==> src/rtl/branch_target_predictor.sv <==
`default_nettype none
// branch_target_predictor: direct-mapped BTB with per-entry saturating counters.
// Optional STATS_EN macro builds resolved-branch / misprediction counters.  Rev 1.0
module branch_target_predictor #(
  parameter int WIDTH    = 32,
  parameter int ENTRIES  = 16,
  parameter int CTR_BITS = 2
) (
  input  logic             clk,
  input  logic             rst,
  input  logic [WIDTH-1:0] pc_f,
  output logic             pred_valid,
  output logic             pred_taken,
  output logic [WIDTH-1:0] pred_target,
  input  logic             upd_valid,
  input  logic [WIDTH-1:0] upd_pc,
  input  logic             upd_taken,
  input  logic [WIDTH-1:0] upd_target,
  input  logic             upd_pred_taken,
  input  logic [WIDTH-1:0] upd_pred_target,
  output logic             mispredict,
  output logic [WIDTH-1:0] redirect_pc,
  output logic [31:0]      branch_cnt,
  output logic [31:0]      mispred_cnt
);

  localparam int IDX   = $clog2(ENTRIES);
  localparam int TAG_W = WIDTH - IDX - 2;
  localparam logic [CTR_BITS-1:0] CTR_ALLOC = CTR_BITS'(1) << (CTR_BITS - 1);
  localparam logic [CTR_BITS-1:0] CTR_RST   = CTR_ALLOC - CTR_BITS'(1);
  localparam logic [CTR_BITS-1:0] CTR_MAX   = '1;

  logic                valid_tbl  [ENTRIES];
  logic [TAG_W-1:0]    tag_tbl    [ENTRIES];
  logic [WIDTH-1:0]    target_tbl [ENTRIES];
  logic [CTR_BITS-1:0] ctr_tbl    [ENTRIES];

  logic [IDX-1:0]   idx_f, idx_u;
  logic [TAG_W-1:0] tag_f, tag_u;
  logic             hit_f, hit_u, mispred_raw;
  logic             unused_bits;

  assign idx_f = pc_f[IDX+1:2];
  assign tag_f = pc_f[WIDTH-1:IDX+2];
  assign idx_u = upd_pc[IDX+1:2];
  assign tag_u = upd_pc[WIDTH-1:IDX+2];
  assign unused_bits = &{1'b0, pc_f[1:0], upd_pc[1:0]};

  // Lookup reads pre-edge state only; same-cycle updates are not bypassed.
  assign hit_f       = valid_tbl[idx_f] && (tag_tbl[idx_f] == tag_f);
  assign hit_u       = valid_tbl[idx_u] && (tag_tbl[idx_u] == tag_u);
  assign pred_valid  = rst & hit_f;
  assign pred_taken  = pred_valid & ctr_tbl[idx_f][CTR_BITS-1];
  assign pred_target = pred_valid ? target_tbl[idx_f] : '0;

  assign mispred_raw = upd_valid &
                       ((upd_taken != upd_pred_taken) ||
                        (upd_taken && (upd_target != upd_pred_target)));
  assign mispredict  = rst & mispred_raw;
  assign redirect_pc = !rst     ? '0 :
                       upd_taken ? upd_target : upd_pc + WIDTH'(4);

  always_ff @(posedge clk or negedge rst) begin
    if (!rst) begin
      for (int i = 0; i < ENTRIES; i++) begin
        valid_tbl[i]  <= 1'b0;
        tag_tbl[i]    <= '0;
        target_tbl[i] <= '0;
        ctr_tbl[i]    <= CTR_RST;
      end
    end else if (upd_valid) begin
      if (hit_u) begin
        if (upd_taken) begin
          if (ctr_tbl[idx_u] != CTR_MAX) ctr_tbl[idx_u] <= ctr_tbl[idx_u] + CTR_BITS'(1);
          target_tbl[idx_u] <= upd_target;
        end else if (ctr_tbl[idx_u] != '0) begin
          ctr_tbl[idx_u] <= ctr_tbl[idx_u] - CTR_BITS'(1);
        end
      end else if (upd_taken) begin
        // Miss (including alias) on a taken branch replaces the entry.
        valid_tbl[idx_u]  <= 1'b1;
        tag_tbl[idx_u]    <= tag_u;
        target_tbl[idx_u] <= upd_target;
        ctr_tbl[idx_u]    <= CTR_ALLOC;
      end
    end
  end

`ifdef STATS_EN
  logic [31:0] branch_q, mispred_q;

  always_ff @(posedge clk or negedge rst) begin
    if (!rst) begin
      branch_q  <= '0;
      mispred_q <= '0;
    end else begin
      if (upd_valid && (branch_q != '1))    branch_q  <= branch_q + 32'd1;
      if (mispred_raw && (mispred_q != '1)) mispred_q <= mispred_q + 32'd1;
    end
  end

  assign branch_cnt  = branch_q;
  assign mispred_cnt = mispred_q;
`else
  assign branch_cnt  = '0;
  assign mispred_cnt = '0;
`endif

endmodule
`default_nettype wire

==> config.mk <==
export PLATFORM = sky130hd
export DESIGN_NAME = branch_target_predictor
export DESIGN_NICKNAME = d
export VERILOG_FILES = /design/src/rtl/branch_target_predictor.sv
export SDC_FILE = /design/constraint.sdc
export NUM_CORES = 2
export LEC_CHECK = 0
export BUFFER_PORTS_ARGS = -buffer_cell sky130_fd_sc_hd__buf_4
export CAP_MARGIN = 20
export CORE_ASPECT_RATIO = 0.5
export CORE_UTILIZATION = 37
export CTS_BUF_LIST = sky130_fd_sc_hd__clkbuf_8
export DETAILED_ROUTE_END_ITERATION = 12
export SYNTH_ARGS = -nofsm -noshare
export SYNTH_HDL_FRONTEND = slang
export SYNTH_SLANG_ARGS = --single-unit
==> constraint.sdc <==
create_clock -name clk -period 8.88 [get_ports clk]
set_clock_uncertainty 0.2 [all_clocks]
set_input_delay 2.22 -clock clk [delete_from_list [all_inputs] [get_ports clk]]
set_output_delay 2.22 -clock clk [all_outputs]
set_load 0.01 [all_outputs]
==> results.toml <==
[global_route]
grt_antenna_before_repair = 8
via_count_of_the_first_global_routing_pass = 33300
grt_pass1_wl_um = 225000
grt_start_max_net_pins = 156
global_route.usage.total = 0.219
overflow = 0

[drt]
avgViaCountPerCell = 5.74
drtPass1Iterations = 7
ant_nets = 0
wl_per_cell_um = 27.7
drt_first_iter_violations = 2292
route.final.wire_length_um = 152000
via_count = 31400
drc_errors = 0

[clock_tree]
clockRootBuffer = "sky130_fd_sc_hd__clkbuf_8"
post_cts.resized_instances = 0
numCtsBuffers = 155
cts_sink_count = 976
clock_tree.buffer_depth = 3
cts.repair_timing.setup_buffer_count = 0
htreeDepth = 4
postCtsHoldBufs = 0
cts_tree = "yes"
clock_insertion_delay_worst_skew_ps = 870
clk_transition_reported_paths_ps = 60

[finish]
area_growth_pct = 12.0
post_route_cells_drive_above_1_share = 0.472
nets = 3705
final-instance-count-excl-fill = 5472
finalCoreUtilization = 0.422
fill_cells = 12300

[timing]
timing.max_slew.rel_slack = 0.246
report.final.hold_viol_count = 0
worst_slew_pin_slew_ps = 1130
final_setup_violations = 0
holdWs_ps = 293
period_share = 0.906
max_clock_freq_mhz = 124
fin_crit_ps = 8050
final-max-slew-violation-count = 0
grt_setup_unrepaired = "no"
finalSetupTns_ps = 0
timing.final.ws_setup_ps = 832

[floorplanning]
core_mm2 = 0.136
die-area_mm2 = 0.139
num_rows = 95
chipHeight_um = 265
die_width_um = 527
starting_density_of_the_core = 0.377
floorplan.io_pins = 264

[power]
switchingPower_mw = 3.36
share_comb_of_total_power = 0.201
power_density_mw_per_mm2 = 213
power_leakage_nw = 25.3
worst_ir_drop_vdd_uv = 139
clkPwrFrac = 0.319
swShare = 0.276
internal_power_component_mw = 8.79
seq_power_share = 0.480

[synth]
synth_top_flop_cell = "sky130_fd_sc_hd__dfrtp_1"
synth.top_cell.area_share = 0.471
yosysWarningCount = 0
most_used_standard_cell_by_instance_count_after_synthesis = "sky130_fd_sc_hd__dfrtp_1"
synth_cells = 3468
share_of_synthesized_area_occupied_by_flip_flops_and_latches = 0.479
ys_top_cells_by_count = "sky130_fd_sc_hd__dfrtp_1, sky130_fd_sc_hd__mux2_2, sky130_fd_sc_hd__mux4_2, sky130_fd_sc_hd__clkbuf_1, sky130_fd_sc_hd__mux2_1"
synth-async-reset-ratio = 1.00
synth_area_per_cell_um2 = 14.7
synthDistinctLibCells = 76
synth_edf_count = 0
synthDominantAreaCellType = "sky130_fd_sc_hd__dfrtp_1"
synth_area_leaders = "sky130_fd_sc_hd__dfrtp_1, sky130_fd_sc_hd__mux2_2, sky130_fd_sc_hd__mux4_2"
synth-seq-cells = 976
mappedNetlistArea_mm2 = 0.0510

[place]
gp_congestion = 0.855
placedCellCount = 5201
detailedPlace.worstSlack_ps = 739
dpl.hpwl_um = 91900
portBuffers = 197

[hold_path]
hold-path-cell-count = 1
min_path_type = "reg2reg"

[worst_setup_path]
critical_path_arrival_ps = 5630
critical_path.endpoint_type = "primary output"
timing.critical_path.from_type = "primary input"
worst-r2r-cell-count = 11
crit_required_ps = 6460
crit_fanout = 36
path_class = "in2out"

[status]
status = "finished, final reports clean"

[flow_run]
maxCapViolCount = 0
## cell type report
class                      count  area [um^2]  share of cell area
antenna                        4         10.0            0.000175
clock buffer                 197         2710              0.0475
clock inverter                68          358             0.00626
inverter                      13         48.8            0.000854
multi-input combinational   2133        24800               0.434
sequential                   976        24400               0.428
tap                         1794         2240              0.0393
timing repair buffer         287         2530              0.0443
## metrics by stage
step | total power [mW] | instance area (um^2)
after floorplan | 7.57 | 51300
after global placement | 8.23 | 54000
after detailed placement | 8.35 | 54000
after CTS | 12.2 | 57100
after global routing | 12.7 | 57100
final | 12.2 | 57100
## power groups by stage
stage	Combinational, mW	Sequential, mW	Clock [mW]
5_1_grt	2.62	5.93	4.18
3_5_place_dp	2.46	5.89	0
2_1_floorplan	1.87	5.70	0
3_3_place_gp	2.40	5.83	0
4_1_cts	2.47	5.81	3.97
6_report	2.44	5.83	3.88
## cell families after synthesis
family / synth area share
muxes: 0.399
adders and majority gates: 0.00147
buffers and inverters: 0.0411
AOI/OAI and AO/OA: 0.0225
other: 0.0000735
and+or+nand+nor: 0.0377
DFF: 0.479
xor gates and xnor gates: 0.0185
## routing by layer
metal  vias to the layer above  part of all wire  track usage  wire (um)
met5                         -           0.00013      0.00137         20
met4                         4             0.033       0.0869       5040
met3                       266             0.048       0.0373       7290
met2                       928              0.48        0.354      73300
met1                     17100              0.43        0.293      65900
li1                      13100                 -            -          -
## worst max-delay path, stage by stage
cell,delay [ps]
sky130_fd_sc_hd__buf_8,240
sky130_fd_sc_hd__buf_12,320
sky130_fd_sc_hd__mux4_2,570
sky130_fd_sc_hd__mux4_2,510
sky130_fd_sc_hd__xnor2_1,150
sky130_fd_sc_hd__nand4_1,180
sky130_fd_sc_hd__nor4_1,520
sky130_fd_sc_hd__nand4_1,140
sky130_fd_sc_hd__buf_4,340
sky130_fd_sc_hd__nor2b_1,210
sky130_fd_sc_hd__buf_4,140
## flip-flops by register name, indices dropped and copies added (netlist names)
register,cells
tag_tbl,416
valid_tbl,16
target_tbl,512
ctr_tbl,32
## cells in the final DEF, fill, tap and decap left out, types with 5 or more instances in the layout
master	count
sky130_fd_sc_hd__nand3_2	15
sky130_fd_sc_hd__clkinvlp_4	8
sky130_fd_sc_hd__a22oi_1	26
sky130_fd_sc_hd__clkbuf_8	199
sky130_fd_sc_hd__mux2i_1	120
sky130_fd_sc_hd__inv_1	54
sky130_fd_sc_hd__dfrtp_1	960
sky130_fd_sc_hd__nand4_1	26
sky130_fd_sc_hd__o2bb2ai_1	5
sky130_fd_sc_hd__dfstp_2	16
sky130_fd_sc_hd__mux4_2	370
sky130_fd_sc_hd__buf_12	24
sky130_fd_sc_hd__and2_1	34
sky130_fd_sc_hd__nor4_1	13
sky130_fd_sc_hd__a22o_1	16
sky130_fd_sc_hd__nor2b_1	45
sky130_fd_sc_hd__mux2_2	794
sky130_fd_sc_hd__o21ai_1	5
sky130_fd_sc_hd__nor2_1	20
sky130_fd_sc_hd__clkinv_2	12
sky130_fd_sc_hd__xnor2_1	47
sky130_fd_sc_hd__nand3_1	36
sky130_fd_sc_hd__a221oi_1	6
sky130_fd_sc_hd__a21oi_1	10
sky130_fd_sc_hd__ha_1	6
sky130_fd_sc_hd__nand2_2	14
sky130_fd_sc_hd__mux2_1	164
sky130_fd_sc_hd__and3_1	8
sky130_fd_sc_hd__buf_4	256
sky130_fd_sc_hd__o22ai_1	10
sky130_fd_sc_hd__nor3_1	21
sky130_fd_sc_hd__nand2_1	57
sky130_fd_sc_hd__o21ai_0	38
sky130_fd_sc_hd__xor2_1	61
sky130_fd_sc_hd__conb_1	64
sky130_fd_sc_hd__nand2b_1	26
## worst paths after layout
| path | from | slack [ps] | endpoint |
|---|---|---|---|
| max | pc_f[2] | 830 | pred_target[0] |
| min | valid_tbl[14] | 290 | valid_tbl[14] |
| max reg2reg | tag_tbl[91] | 4100 | tag_tbl[271] |
| min reg2reg | valid_tbl[14] | 290 | valid_tbl[14] |
| max in group asynchronous | rst | 4560 | tag_tbl[95] |
| min in group asynchronous | rst | 1090 | target_tbl[296] |
Power figures use the tool's default switching activity.
